[config.mk]
export PLATFORM = sky130hd
export DESIGN_NAME = ahb_arbiter
export DESIGN_NICKNAME = d
export VERILOG_FILES = /design/src/rtl/ahb_arbiter.sv
export SDC_FILE = /design/constraint.sdc
export NUM_CORES = 1
export LEC_CHECK = 0
export CORE_AREA = 2 2 48 55
export DETAILED_ROUTE_END_ITERATION = 8
export DIE_AREA = 0 0 50 57
export SYNTH_ARGS = -nofsm -noshare
export SYNTH_HDL_FRONTEND = slang
export SYNTH_SLANG_ARGS = --single-unit
[constraint.sdc]
create_clock -name HCLK -period 1.6 [get_ports HCLK]
set_clock_uncertainty 0.1 [all_clocks]
set_input_delay 0.32 -clock HCLK [delete_from_list [all_inputs] [get_ports HCLK]]
set_output_delay 0.32 -clock HCLK [all_outputs]
set_load 0.05 [all_outputs]
[src/rtl/ahb_arbiter.sv]
// rtl/ahb_arbiter.sv - two-master burst-aware AHB bus arbiter
//
// Purpose:
//   Arbitrates the CPU (master 0) and DMA (master 1) AHB master ports and
//   drives the grant/owner selects for the master-to-slave multiplexer.
//   A granted master keeps the bus for the whole of a fixed-length burst,
//   for as long as it holds an undefined-length (INCR) request, and for as
//   long as it holds HLOCK. With no request the grant parks on the CPU.
//
// Build option:
//   AHB_ARB_ROUND_ROBIN_EN  defined     -> round-robin on contention
//                           not defined -> fixed priority, CPU over DMA
//
// Ports:
//   HCLK       in   bus clock, all state on the rising edge
//   HRESETn    in   asynchronous active-low reset
//   HBUSREQ    in   per-master bus request (bit 0 CPU, bit 1 DMA)
//   HLOCK      in   per-master locked-transfer request
//   HTRANS     in   transfer type of the address-phase owner
//   HBURST     in   burst type of the address-phase owner
//   HREADY     in   bus ready from the slave-response mux
//   HRESP      in   slave response
//   HGRANT     out  one-hot grant, registered
//   HMASTER    out  current address-phase owner, registered
//   HMASTLOCK  out  current address phase is locked, registered

package ahb_arb_pkg;

    localparam int NO_OF_MASTERS = 2;
    localparam int MASTER_W      = $clog2(NO_OF_MASTERS);

    typedef enum logic [1:0] {
        HTRANS_IDLE   = 2'b00,
        HTRANS_BUSY   = 2'b01,
        HTRANS_NONSEQ = 2'b10,
        HTRANS_SEQ    = 2'b11
    } htrans_t;

    typedef enum logic [2:0] {
        HBURST_SINGLE = 3'd0,
        HBURST_INCR   = 3'd1,
        HBURST_WRAP4  = 3'd2,
        HBURST_INCR4  = 3'd3,
        HBURST_WRAP8  = 3'd4,
        HBURST_INCR8  = 3'd5,
        HBURST_WRAP16 = 3'd6,
        HBURST_INCR16 = 3'd7
    } hburst_t;

    typedef enum logic [1:0] {
        HRESP_OKAY  = 2'b00,
        HRESP_ERROR = 2'b01,
        HRESP_RETRY = 2'b10,
        HRESP_SPLIT = 2'b11
    } hresp_t;

    typedef logic [MASTER_W-1:0] hmaster_t;

    localparam hmaster_t MASTER_CPU = hmaster_t'(0);
    localparam hmaster_t MASTER_DMA = hmaster_t'(1);

endpackage

module ahb_arbiter
    import ahb_arb_pkg::*;
(
    input  logic                     HCLK,
    input  logic                     HRESETn,
    input  logic [NO_OF_MASTERS-1:0] HBUSREQ,
    input  logic [NO_OF_MASTERS-1:0] HLOCK,
    input  logic [1:0]               HTRANS,
    input  logic [2:0]               HBURST,
    input  logic                     HREADY,
    input  logic [1:0]               HRESP,
    output logic [NO_OF_MASTERS-1:0] HGRANT,
    output hmaster_t                 HMASTER,
    output logic                     HMASTLOCK
);

    typedef enum logic [1:0] {
        ST_PARK  = 2'd0,
        ST_OWN   = 2'd1,
        ST_BURST = 2'd2,
        ST_LOCK  = 2'd3
    } state_t;

    localparam logic [NO_OF_MASTERS-1:0] GRANT_CPU = 2'b01;
    localparam logic [NO_OF_MASTERS-1:0] GRANT_DMA = 2'b10;

    state_t                     r_state;
    state_t                     w_state_next;
    logic [NO_OF_MASTERS-1:0]   r_grant;
    logic [NO_OF_MASTERS-1:0]   w_grant_next;
    hmaster_t                   r_master;
    logic                       r_mastlock;
    logic [4:0]                 r_beats_left;
    logic [4:0]                 w_beats_next;
    logic                       r_incr;

    htrans_t                    w_trans;
    hburst_t                    w_burst;
    hresp_t                     w_resp;
    logic [4:0]                 w_burst_len;
    logic                       w_nonseq_acc;
    logic                       w_seq_acc;
    logic                       w_err_term;
    logic                       w_idle_term;
    logic                       w_last_beat;
    logic                       w_fixed_start;
    logic                       w_in_incr;
    logic                       w_incr_hold;
    logic                       w_lock_hold;
    logic                       w_rearb_open;
    hmaster_t                   w_grant_idx;

    assign w_trans = htrans_t'(HTRANS);
    assign w_burst = hburst_t'(HBURST);
    assign w_resp  = hresp_t'(HRESP);

    // Beats remaining after the NONSEQ beat of the burst now starting.
    always_comb begin
        w_burst_len = 5'd0;
        case (w_burst)
            HBURST_WRAP4,  HBURST_INCR4:  w_burst_len = 5'd3;
            HBURST_WRAP8,  HBURST_INCR8:  w_burst_len = 5'd7;
            HBURST_WRAP16, HBURST_INCR16: w_burst_len = 5'd15;
            default:                      w_burst_len = 5'd0;
        endcase
    end

    assign w_nonseq_acc  = HREADY && (w_trans == HTRANS_NONSEQ);
    assign w_seq_acc     = HREADY && (w_trans == HTRANS_SEQ);
    // First cycle of a two-cycle ERROR/RETRY/SPLIT response.
    assign w_err_term    = !HREADY && (w_resp != HRESP_OKAY);
    assign w_idle_term   = HREADY && (w_trans == HTRANS_IDLE) && (r_beats_left != 5'd0);
    // Address phase of the final beat of a fixed burst is being accepted.
    assign w_last_beat   = (r_state == ST_BURST) && w_seq_acc && (r_beats_left == 5'd1);
    // A fixed burst is starting: keep the grant closed from its first beat.
    assign w_fixed_start = (w_trans == HTRANS_NONSEQ) && (w_burst_len != 5'd0);

    assign w_grant_idx   = r_grant[1] ? MASTER_DMA : MASTER_CPU;

    // An INCR burst is running while the owner issues its NONSEQ INCR or
    // any following SEQ/BUSY beat.
    assign w_in_incr   = ((w_trans == HTRANS_NONSEQ) && (w_burst == HBURST_INCR)) ||
                         (r_incr && ((w_trans == HTRANS_SEQ) || (w_trans == HTRANS_BUSY)));
    // Only hold while the INCR owner still holds the grant; once the grant
    // has moved the old owner is just finishing its address phase.
    assign w_incr_hold = w_in_incr && HBUSREQ[r_master] && r_grant[r_master];
    // A granted master asking for a locked sequence keeps its grant so the
    // lock cannot be split from the ownership it is attached to.
    assign w_lock_hold = HBUSREQ[w_grant_idx] && HLOCK[w_grant_idx];

    always_comb begin
        w_rearb_open = 1'b0;
        case (r_state)
            ST_PARK, ST_OWN: w_rearb_open = !w_incr_hold && !w_lock_hold && !w_fixed_start;
            ST_BURST:        w_rearb_open = w_last_beat;
            default:         w_rearb_open = 1'b0;
        endcase
    end

    // Grant selection; the decision only takes effect on an HREADY edge.
    always_comb begin
        w_grant_next = r_grant;
        if (w_rearb_open && HREADY) begin
            case (HBUSREQ)
                2'b01:   w_grant_next = GRANT_CPU;
                2'b10:   w_grant_next = GRANT_DMA;
`ifdef AHB_ARB_ROUND_ROBIN_EN
                // Contention: hand over to whoever was not granted last.
                2'b11:   w_grant_next = r_grant[1] ? GRANT_CPU : GRANT_DMA;
`else
                2'b11:   w_grant_next = GRANT_CPU;
`endif
                default: w_grant_next = GRANT_CPU;
            endcase
        end
    end

    // Beat counter: a new NONSEQ always loads, so it wins over any
    // termination seen in the same cycle.
    always_comb begin
        w_beats_next = r_beats_left;
        if (w_nonseq_acc) begin
            w_beats_next = w_burst_len;
        end else if (w_err_term || w_idle_term) begin
            w_beats_next = 5'd0;
        end else if (w_seq_acc && (r_beats_left != 5'd0)) begin
            w_beats_next = r_beats_left - 5'd1;
        end
    end

    always_comb begin
        w_state_next = r_state;
        if (w_nonseq_acc && (w_burst_len != 5'd0)) begin
            w_state_next = ST_BURST;
        end else if (w_err_term || w_idle_term) begin
            w_state_next = ST_OWN;
        end else begin
            case (r_state)
                ST_BURST: begin
                    if (w_last_beat) begin
                        w_state_next = HLOCK[r_master] ? ST_LOCK : ST_OWN;
                    end
                end
                ST_LOCK: begin
                    // Lock released once the owner drops HLOCK and the
                    // transfer in flight completes.
                    if (HREADY && !HLOCK[r_master]) begin
                        w_state_next = ST_OWN;
                    end
                end
                default: begin
                    if (HREADY) begin
                        if (w_lock_hold) begin
                            w_state_next = ST_LOCK;
                        end else if (HBUSREQ == '0) begin
                            w_state_next = ST_PARK;
                        end else begin
                            w_state_next = ST_OWN;
                        end
                    end
                end
            endcase
        end
    end

    always_ff @(posedge HCLK or negedge HRESETn) begin
        if (!HRESETn) begin
            r_state      <= ST_PARK;
            r_grant      <= GRANT_CPU;
            r_master     <= MASTER_CPU;
            r_mastlock   <= 1'b0;
            r_beats_left <= 5'd0;
            r_incr       <= 1'b0;
        end else begin
            r_state      <= w_state_next;
            r_grant      <= w_grant_next;
            r_beats_left <= w_beats_next;
            // Ownership follows the grant on every accepted address phase,
            // so it lags a grant change by at least one cycle.
            if (HREADY) begin
                r_master   <= w_grant_idx;
                r_mastlock <= HLOCK[w_grant_idx];
            end
            if (w_nonseq_acc) begin
                r_incr <= (w_burst == HBURST_INCR);
            end else if (w_err_term) begin
                r_incr <= 1'b0;
            end
        end
    end

    assign HGRANT    = r_grant;
    assign HMASTER   = r_master;
    assign HMASTLOCK = r_mastlock;

endmodule
### After elaboration in Yosys (flattened, before gate mapping)

Cells that the tools add are included.

* $lt $le $gt $ge: 2
* muxes and demuxes: 28
* equal/unequal tests: 17
* reductions and logical operators: 41
* add/subtract/negate cells: 1

Operators by type and width (count)
* logical AND 1 bit: 19
* two-way mux 2 bit: 8
* two-way mux 5 bit: 3
* nonzero test 5 bit: 3
* two-way mux 1 bit: 14
* == test 3 bit (second input constant): 4
* case mux 4 bit (3 select lines): 1
* == test 2 bit (second input constant): 5
* OR reduction 2 bit: 4
* == test 3 x 2 -> 1 bit (second input constant): 2
* zero test 2 bit: 3
* == test 5 x 1 -> 1 bit (second input constant): 1
* zero test 1 bit: 5
* subtractor 5 x 1 -> 5 bit (second input constant): 1
* == test 2 x 1 -> 1 bit (second input constant): 2
* < comparator 1 x 2 -> 1 bit (second input constant): 2
* inequality test 4 x 2 -> 1 bit (second input constant): 1
* inequality test 4 bit (second input constant): 1
* case mux 2 bit (2 select lines): 1
* nonzero test 2 bit: 2
* == test 3 x 1 -> 1 bit (second input constant): 1
* logical OR 1 bit: 3
* AND reduction 3 bit: 1
* nonzero test 3 bit: 1
* case mux 1 bit (2 select lines): 1

* output and inout bits: 4
* word-level logic and storage cells: 95
* register bits after elaboration: 12
* input port bits: 14

### Longest topological paths before layout

Gate-level depths: netlist (run 1).

* depth in word-level cells: 11
* gate-level depth with buffers: 7
* mapped depth without buffers: 7

### Worst setup path after synthesis (run 1)

OpenSTA, ideal clock, no wires.

* kind: flip-flop to flip-flop
* from: register r_master, in the netlist HMASTER
* to: register r_grant[0], in the netlist HGRANT[0]
* stages on the path, launching flop included: 6
* arrival time: 1.649 ns
* setup time: 0.085 ns
* clock period less this slack: 1.834 ns
* path slack: -0.234 ns
* required time: 1.415 ns
* path buffers: 0
* cell sequence: dfrtp_1 -> and3b_1 -> a31oi_1 -> o2111ai_1 -> a21oi_2 -> mux2_1

* longest elaborated chain between the ends: 9
* elaborated cells on any way between the ends: 11
* classes of those cells: 5 x mux; 6 x reduce/logical

Ends and longest elaborated chain
* start, declared: line 94 `hmaster_t r_master;`
* start signal, assigned: line 244 `r_master <= w_grant_idx;`
* two-way mux 1 bit (implied by the code) (2 in a row): line 149 `assign w_incr_hold = w_in_incr && HBUSREQ[r_master] && r_grant[r_master];`
* logical AND 1 bit: line 149
* logical AND 1 bit (*): line 149
* zero test 1 bit (*): line 157 `ST_PARK, ST_OWN: w_rearb_open = !w_incr_hold && !w_lock_hold && !w_fixed_start;`
* logical AND 1 bit (*) (2 in a row): line 157
* case mux 1 bit (2 select lines) (*): line 156 `case (r_state)`
* logical AND 1 bit (*): line 166 `if (w_rearb_open && HREADY) begin`
* end signal, assigned: line 239 `r_grant <= w_grant_next;`
* end, declared: line 92 `logic [NO_OF_MASTERS-1:0] r_grant;`

Every way passes the cells marked *; elsewhere a longest branch is shown, timed or not. The select of a mux whose other input is x is not followed.
A chain may end at the register's enable or synchronous reset.

### Worst setup path after layout (run 1)

* from: register r_beats_left[1]
* to: register r_beats_left[3]

* longest elaborated chain between the ends: 5
* elaborated cells on any way between the ends: 9
* classes of those cells: 1 x add/sub; 3 x mux; 5 x reduce/logical

Ends and longest elaborated chain
* start, declared: line 96 `logic [4:0] r_beats_left;`
* start signal, assigned: line 240 `r_beats_left <= w_beats_next;`
* branches (longest 5 deep; another with subtractor 5 x 1 -> 5 bit)

Parallel ways; which one is timed is not known. The select of a mux whose other input is x is not followed.

==> out/qor.yml, run 1 <==
die:
  rows: 19
  die_h_um: 57
  ioPinCount: 18
  die_area_um2: 2850
  die_x_um: 50
  start_util_pct: 37.5
  core_um2: 2350
worst_setup_path:
  rrSetupSlack_ns: -0.16
  arrival_ns: 1.85
  critPathSlowestCell: "dfrtp_1"
  crit_family: "compound AO/OA/AOI/OAI gates"
  worstPathCellList: "inv_2, ha_4, nor4b_4, maj3_2, a21oi_4, o21ai_1, a22o_1"
  crit_path_max_fanout: 6
  reg2reg_depth: 7
  max_stage_delay_ns: 0.37
  worst-path-buf-inv: 1
  reg2reg_from: "r_beats_left[1]"
  path_class: "flip-flop to flip-flop"
  cp.required_ns: 1.69
  crit_path_end_kind: "flip-flop"
  start_kind: "flip-flop"
  worstReg2RegEnd: "r_beats_left[3]"
global_routing:
  grt_pass1_vias: 975
  antenna_found_initial: 0
  track_usage_pct: 19.8
  grt_overflow: 0
  grt_start_max_net_pins: 13
  grt_pass1_wl_um: 4280
run_status:
  outcome: "finished, violations left"
  violations: "negative setup slack"
routing:
  drtAntennaViolNets: 0
  detail_route.iter0.violations: 7
  via_per_inst: 5.27
  routed_wl_um: 2640
  drc_errors: 0
  firstDrtPassIters: 4
  via_count: 927
  wire_per_inst_um: 15.0
synth:
  yosys.cell_types.count: 43
  ys_seq_elements: 12
  synthTopCellsByArea: "dfrtp_1 (31%), ha_1 (4.3%), mux2i_1 (3.4%), o21ai_0 (3.4%), dfstp_2 (3.0%)"
  synthFlopType: "dfrtp_1"
  avgSynthCellArea_um2: 9.48
  yosysTopAreaCell: "dfrtp_1"
  synth_area_um2: 882
  ys_warn_count: 0
  synthArstFlopShare_pct: 100
  synth_cells: 93
  yosysSeqAreaShare_pct: 34.2
  synth_top_area_share_pct: 31.2
  synth_edf_count: 0
  syn-num-nets: 110
timing:
  holdWs_ns: 0.223
  finalCritPeriodShare_pct: 110
  relSlewSlack_pct: 78.1
  hold_viol_final: 0
  worst_pin_slew_ns: 0.326
  finalSetupTns_ns: -0.669
  worst_slack_ns: -0.164
  drv_slew: 0
  setup_viol: 5
  fmax_mhz: 567
  min_period_ns: 1.76
  grt_setup_unrepaired: "yes"
clock_tree:
  htreeDepth: 1
  cts_tree: "yes"
  cts_hold_buf: 0
  insertion_delay_ns: 0.29
  clk_transition_reported_paths_ns: 0.10
  cts-root-buf: "clkbuf_4"
  cts_num_sinks: 12
  clockBufferDepth: 2
  cts_buffers: 3
place:
  dp_hpwl_um: 1820
  pre_cts_slack_ns: -0.484
  port_buffers: 17
  dpl.cell_count: 167
  gp_congestion: 0.842
layout:
  mostFrequentLayoutCells: "buf_4 (32), dfrtp_1 (9), nor2_1 (6), clkdlybuf4s50_1 (6)"
  final_common_cell: "buf_4"
  stdcell_count: 176
  nets: 163
  syn_to_final_growth_pct: 75.5
  drive_above_1_share_pct: 49.7
  diodes: 0
worst_hold_path:
  min_path_type: "primary input to async pin"
job:
  drv_cap: 0
power_and_ir_drop:
  p_leak_nw: 0.674
  ir_drop_mv: 0.870
  power_w: 0.00203
  p_per_area_nw_per_um2: 1310
[state kept, by name, indices dropped and copies added (netlist names)]
register,count
HMASTER,1
HMASTLOCK,1
r_beats_left,5
HGRANT,2
r_incr,1
r_state,2
[metal layers]
| layer | wire [um] | share of wire (%) | GRT usage (%) |
|---|---|---|---|
| met3 | 45 | 1.7 | 3.40 |
| met4 | 26 | 0.99 | 6.75 |
| met5 | 0 | 0 | 0 |
| met1 | 1080 | 41 | 22.0 |
| met2 | 1490 | 56 | 37.2 |
[synth_stat cells, types with 2 or more instances]
library cell   n
dfrtp_1       11
inv_1          7
nor2_1         7
o21ai_0        6
a21oi_1        5
nand3_1        4
a31oi_1        3
ha_1           3
mux2i_1        3
nand2_1        3
nand2b_1       3
nor3_1         3
and3_1         2
mux2_2         2
o2bb2ai_1      2
or3_1          2
[cell type report]
cell class / count / area, um^2
clock buffers: 4 / 36.3
well taps: 31 / 38.8
multi-input cells: 72 / 678
inverters: 7 / 26.3
repair buffers: 50 / 464
fillers: 177 / 806
flip-flops and latches: 12 / 304
[how the worst max path moves through the flow]
| stage | from | to | slack [ns] | cells after the start |
|---|---|---|---|---|
| floorplan | r_beats_left[0] | r_beats_left[3] | -0.11 | 7 |
| global placement | HTRANS[0] | HGRANT[0] | -0.47 | 6 |
| detailed placement | HTRANS[0] | HGRANT[0] | -0.48 | 6 |
| CTS | r_beats_left[1] | r_beats_left[3] | -0.17 | 7 |
| global route | r_beats_left[0] | r_beats_left[3] | -0.25 | 7 |
| finish | r_beats_left[1] | r_beats_left[3] | -0.16 | 7 |
[metrics by stage]
stage	cell area, um^2	utilization, %
4_1_cts	1450	61.8
3_5_place_dp	1340	57.0
6_report	1550	65.8
2_1_floorplan	890	-
5_1_grt	1550	65.8
3_3_place_gp	1340	57.0
[power by group]
group	internal [W]	switching [W]	total [W]
Sequential	0.000403	0.000108	0.000511
Combinational	0.000686	0.000565	0.00125
Clock	0.000139	0.000131	0.000269
[cells by family after synthesis]
family	after synthesis	synth area share [%]
AND/OR/NAND/NOR	32	22.6
AO/OA/AOI/OAI	30	25.4
flip-flops	12	34.2
buffers and inverters	9	5.11
multiplexers	6	7.23
adder cells (fa/ha/maj)	4	5.53
[timing repair]
| item | 4_1_cts | 5_1_grt |
|---|---|---|
| buffers inserted | 3 | 4 |
| gates resized for setup | 21 | 14 |
| pin swaps | 13 | 10 |
| endpoints found under the setup margin | 9 | 9 |
No activity file was read; power rests on OpenSTA's default activity.
==> inputs of run 2 (changes only) <==
==> constraint.sdc (replaced) <==
create_clock -name HCLK -period 1.8 [get_ports HCLK]
set_clock_uncertainty 0.1 [all_clocks]
set_input_delay 0.36 -clock HCLK [delete_from_list [all_inputs] [get_ports HCLK]]
set_output_delay 0.36 -clock HCLK [all_outputs]
set_load 0.05 [all_outputs]
==> run 2 against run 1 <==
The run now ends clean; sequential cell count unchanged; cell count down 2.3%; setup slack better by 0.16 ns; die area unchanged; highest routed layer unchanged.
==> out/qor.yml, run 2 (same netlist as run 1, synthesis figures left out) <==
run_status:
  outcome: "complete, no violations"  # was finished, violations left
die:
  rows: 19  # unchanged
  core_um2: 2350  # unchanged
  die_h_um: 57  # unchanged
  die_area_um2: 2850  # unchanged
  start_util_pct: 37.5  # unchanged
  ioPinCount: 18  # unchanged
  die_x_um: 50  # unchanged
timing:
  finalCritPeriodShare_pct: 100  # was 110%
  min_period_ns: 1.80  # was 1.76 ns
  worst_pin_slew_ns: 0.355  # was 0.326 ns
  fmax_mhz: 556  # was 567 MHz
  worst_slack_ns: 0.0000694  # was -0.164 ns
  drv_slew: 0  # unchanged
  grt_setup_unrepaired: "yes"  # unchanged
  finalSetupTns_ns: 0  # was -0.669 ns
  setup_viol: 0  # was 5
  relSlewSlack_pct: 76.3  # was 78.1%
  hold_viol_final: 0  # unchanged
layout:
  diodes: 0  # unchanged
  largest_register_ffs: 5  # unchanged
  final_common_cell: "buf_4"  # unchanged
  nets: 159  # was 163
  syn_to_final_growth_pct: 56.2  # was 75.5%
  drive_above_1_share_pct: 39.0  # was 49.7%
  top_register: "r_beats_left"  # unchanged
  stdcell_count: 172  # was 176
  mostFrequentLayoutCells: "buf_4 (29), clkdlybuf4s50_1 (11), dfrtp_1 (10), nor2_1 (7), o21ai_0 (6)"  # was buf_4 (32), dfrtp_1 (9), nor2_1 (6), clkdlybuf4s50_1 (6)
clock_tree:
  insertion_delay_ns: 0.28  # was 0.29 ns
  cts-root-buf: "clkbuf_4"  # unchanged
  cts_num_sinks: 12  # unchanged
  clk_transition_reported_paths_ns: 0.09  # was 0.10 ns
  cts_buffers: 3  # unchanged
  htreeDepth: 1  # unchanged
  clockBufferDepth: 2  # unchanged
  cts_tree: "yes"  # unchanged
global_routing:
  antenna_found_initial: 0  # unchanged
  grt_overflow: 0  # unchanged
  grt_pass1_vias: 885  # was 975
  grt_pass1_wl_um: 3780  # was 4280 um
  track_usage_pct: 17.2  # was 19.8%
  grt_start_max_net_pins: 13  # unchanged
worst_setup_path:
  start_kind: "flip-flop"  # unchanged
  cp.required_ns: 1.85  # was 1.69 ns
  arrival_ns: 1.85  # about the same
  rrSetupSlack_ns: 0.00007  # was -0.16 ns
  crit_path_max_fanout: 4  # was 6
  crit_path_end_kind: "flip-flop"  # unchanged
  path_class: "flip-flop to flip-flop"  # unchanged
routing:
  via_count: 871  # was 927
  drc_errors: 0  # unchanged
  drtAntennaViolNets: 0  # unchanged
  wire_per_inst_um: 13.2  # was 15.0 um
  via_per_inst: 5.06  # was 5.27
  routed_wl_um: 2270  # was 2640 um
  detail_route.iter0.violations: 6  # was 7
  firstDrtPassIters: 4  # unchanged
power_and_ir_drop:
  power_w: 0.00152  # was 0.00203 W
  p_leak_nw: 0.619  # was 0.674 nW
  ir_drop_mv: 0.672  # was 0.870 mV
  p_per_area_nw_per_um2: 1110  # was 1310 nW/um^2
job:
  drv_cap: 0  # unchanged
place:
  port_buffers: 17  # unchanged
  dp_hpwl_um: 1760  # was 1820 um
  gp_congestion: 0.897  # was 0.842
  dpl.cell_count: 163  # was 167
  pre_cts_slack_ns: -0.372  # was -0.484 ns
worst_hold_path:
  min_path_type: "primary input to async pin"  # unchanged
run 2: layout make-up:
cell class	instances	area, um^2
inverters	7	26.3
flip-flops and latches	12	303
multi-input cells	72	576
repair buffers	46	408
clock buffers	4	26.3
fillers	211	976
well taps	31	38.8
run 2: worst paths after layout:
| path | end | cells past startpoint | from |
|---|---|---|---|
| worst max register to register | r_beats_left[0] | 8 | r_beats_left[0] |
| worst min-delay path | HMASTLOCK | 1 | HRESETn |
| worst max-delay path | r_beats_left[0] | 8 | r_beats_left[0] |
| min in group HCLK | HMASTLOCK | 2 | HMASTLOCK |
| worst min register to register | HMASTLOCK | 2 | HMASTLOCK |
| max in group asynchronous | HGRANT[0] | 2 | HRESETn |
run 2: report_power, final:
group | switching (W) | total (W) | leakage, nW | internal (W)
Sequential | 0.0000949 | 0.000452 | 0.148 | 0.000357
Combinational | 0.000416 | 0.000889 | 0.457 | 0.000474
Clock | 0.0000967 | 0.000183 | 0.0150 | 0.0000858
run 2: metal layers:
layer / track usage, % / share of wire, %
met3: 2.09 / 3.5
met1: 20.4 / 42
met5: 0 / 0
met4: 5.95 / 1.3
met2: 31.6 / 53
run 2: stage by stage:
stage	utilization [%]	cell area, um^2	hold slack [ns]
floorplan	-	883	-0.0356
global placement	53.9	1270	0.408
detailed placement	53.9	1270	0.412
CTS	56.7	1340	0.247
global route	58.5	1380	0.259
finish	58.5	1380	0.241
run 2: critical path, cell delays in order, from the launching register on:
cell and delay (ns):
dfrtp_1 0.40, inv_2 0.09, ha_4 0.13, nor4b_4 0.30
a21oi_2 0.10, o21bai_4 0.20, buf_6 0.13, o2bb2ai_2 0.15
o41ai_2 0.08
run 2: repair_timing:
action	4_1_cts	5_1_grt
pin swaps	6	7
hold buffers	0	0
setup buffers	3	2
endpoints found under the setup margin	6	6
hold endpoints to repair	0	0
resized for setup	8	5
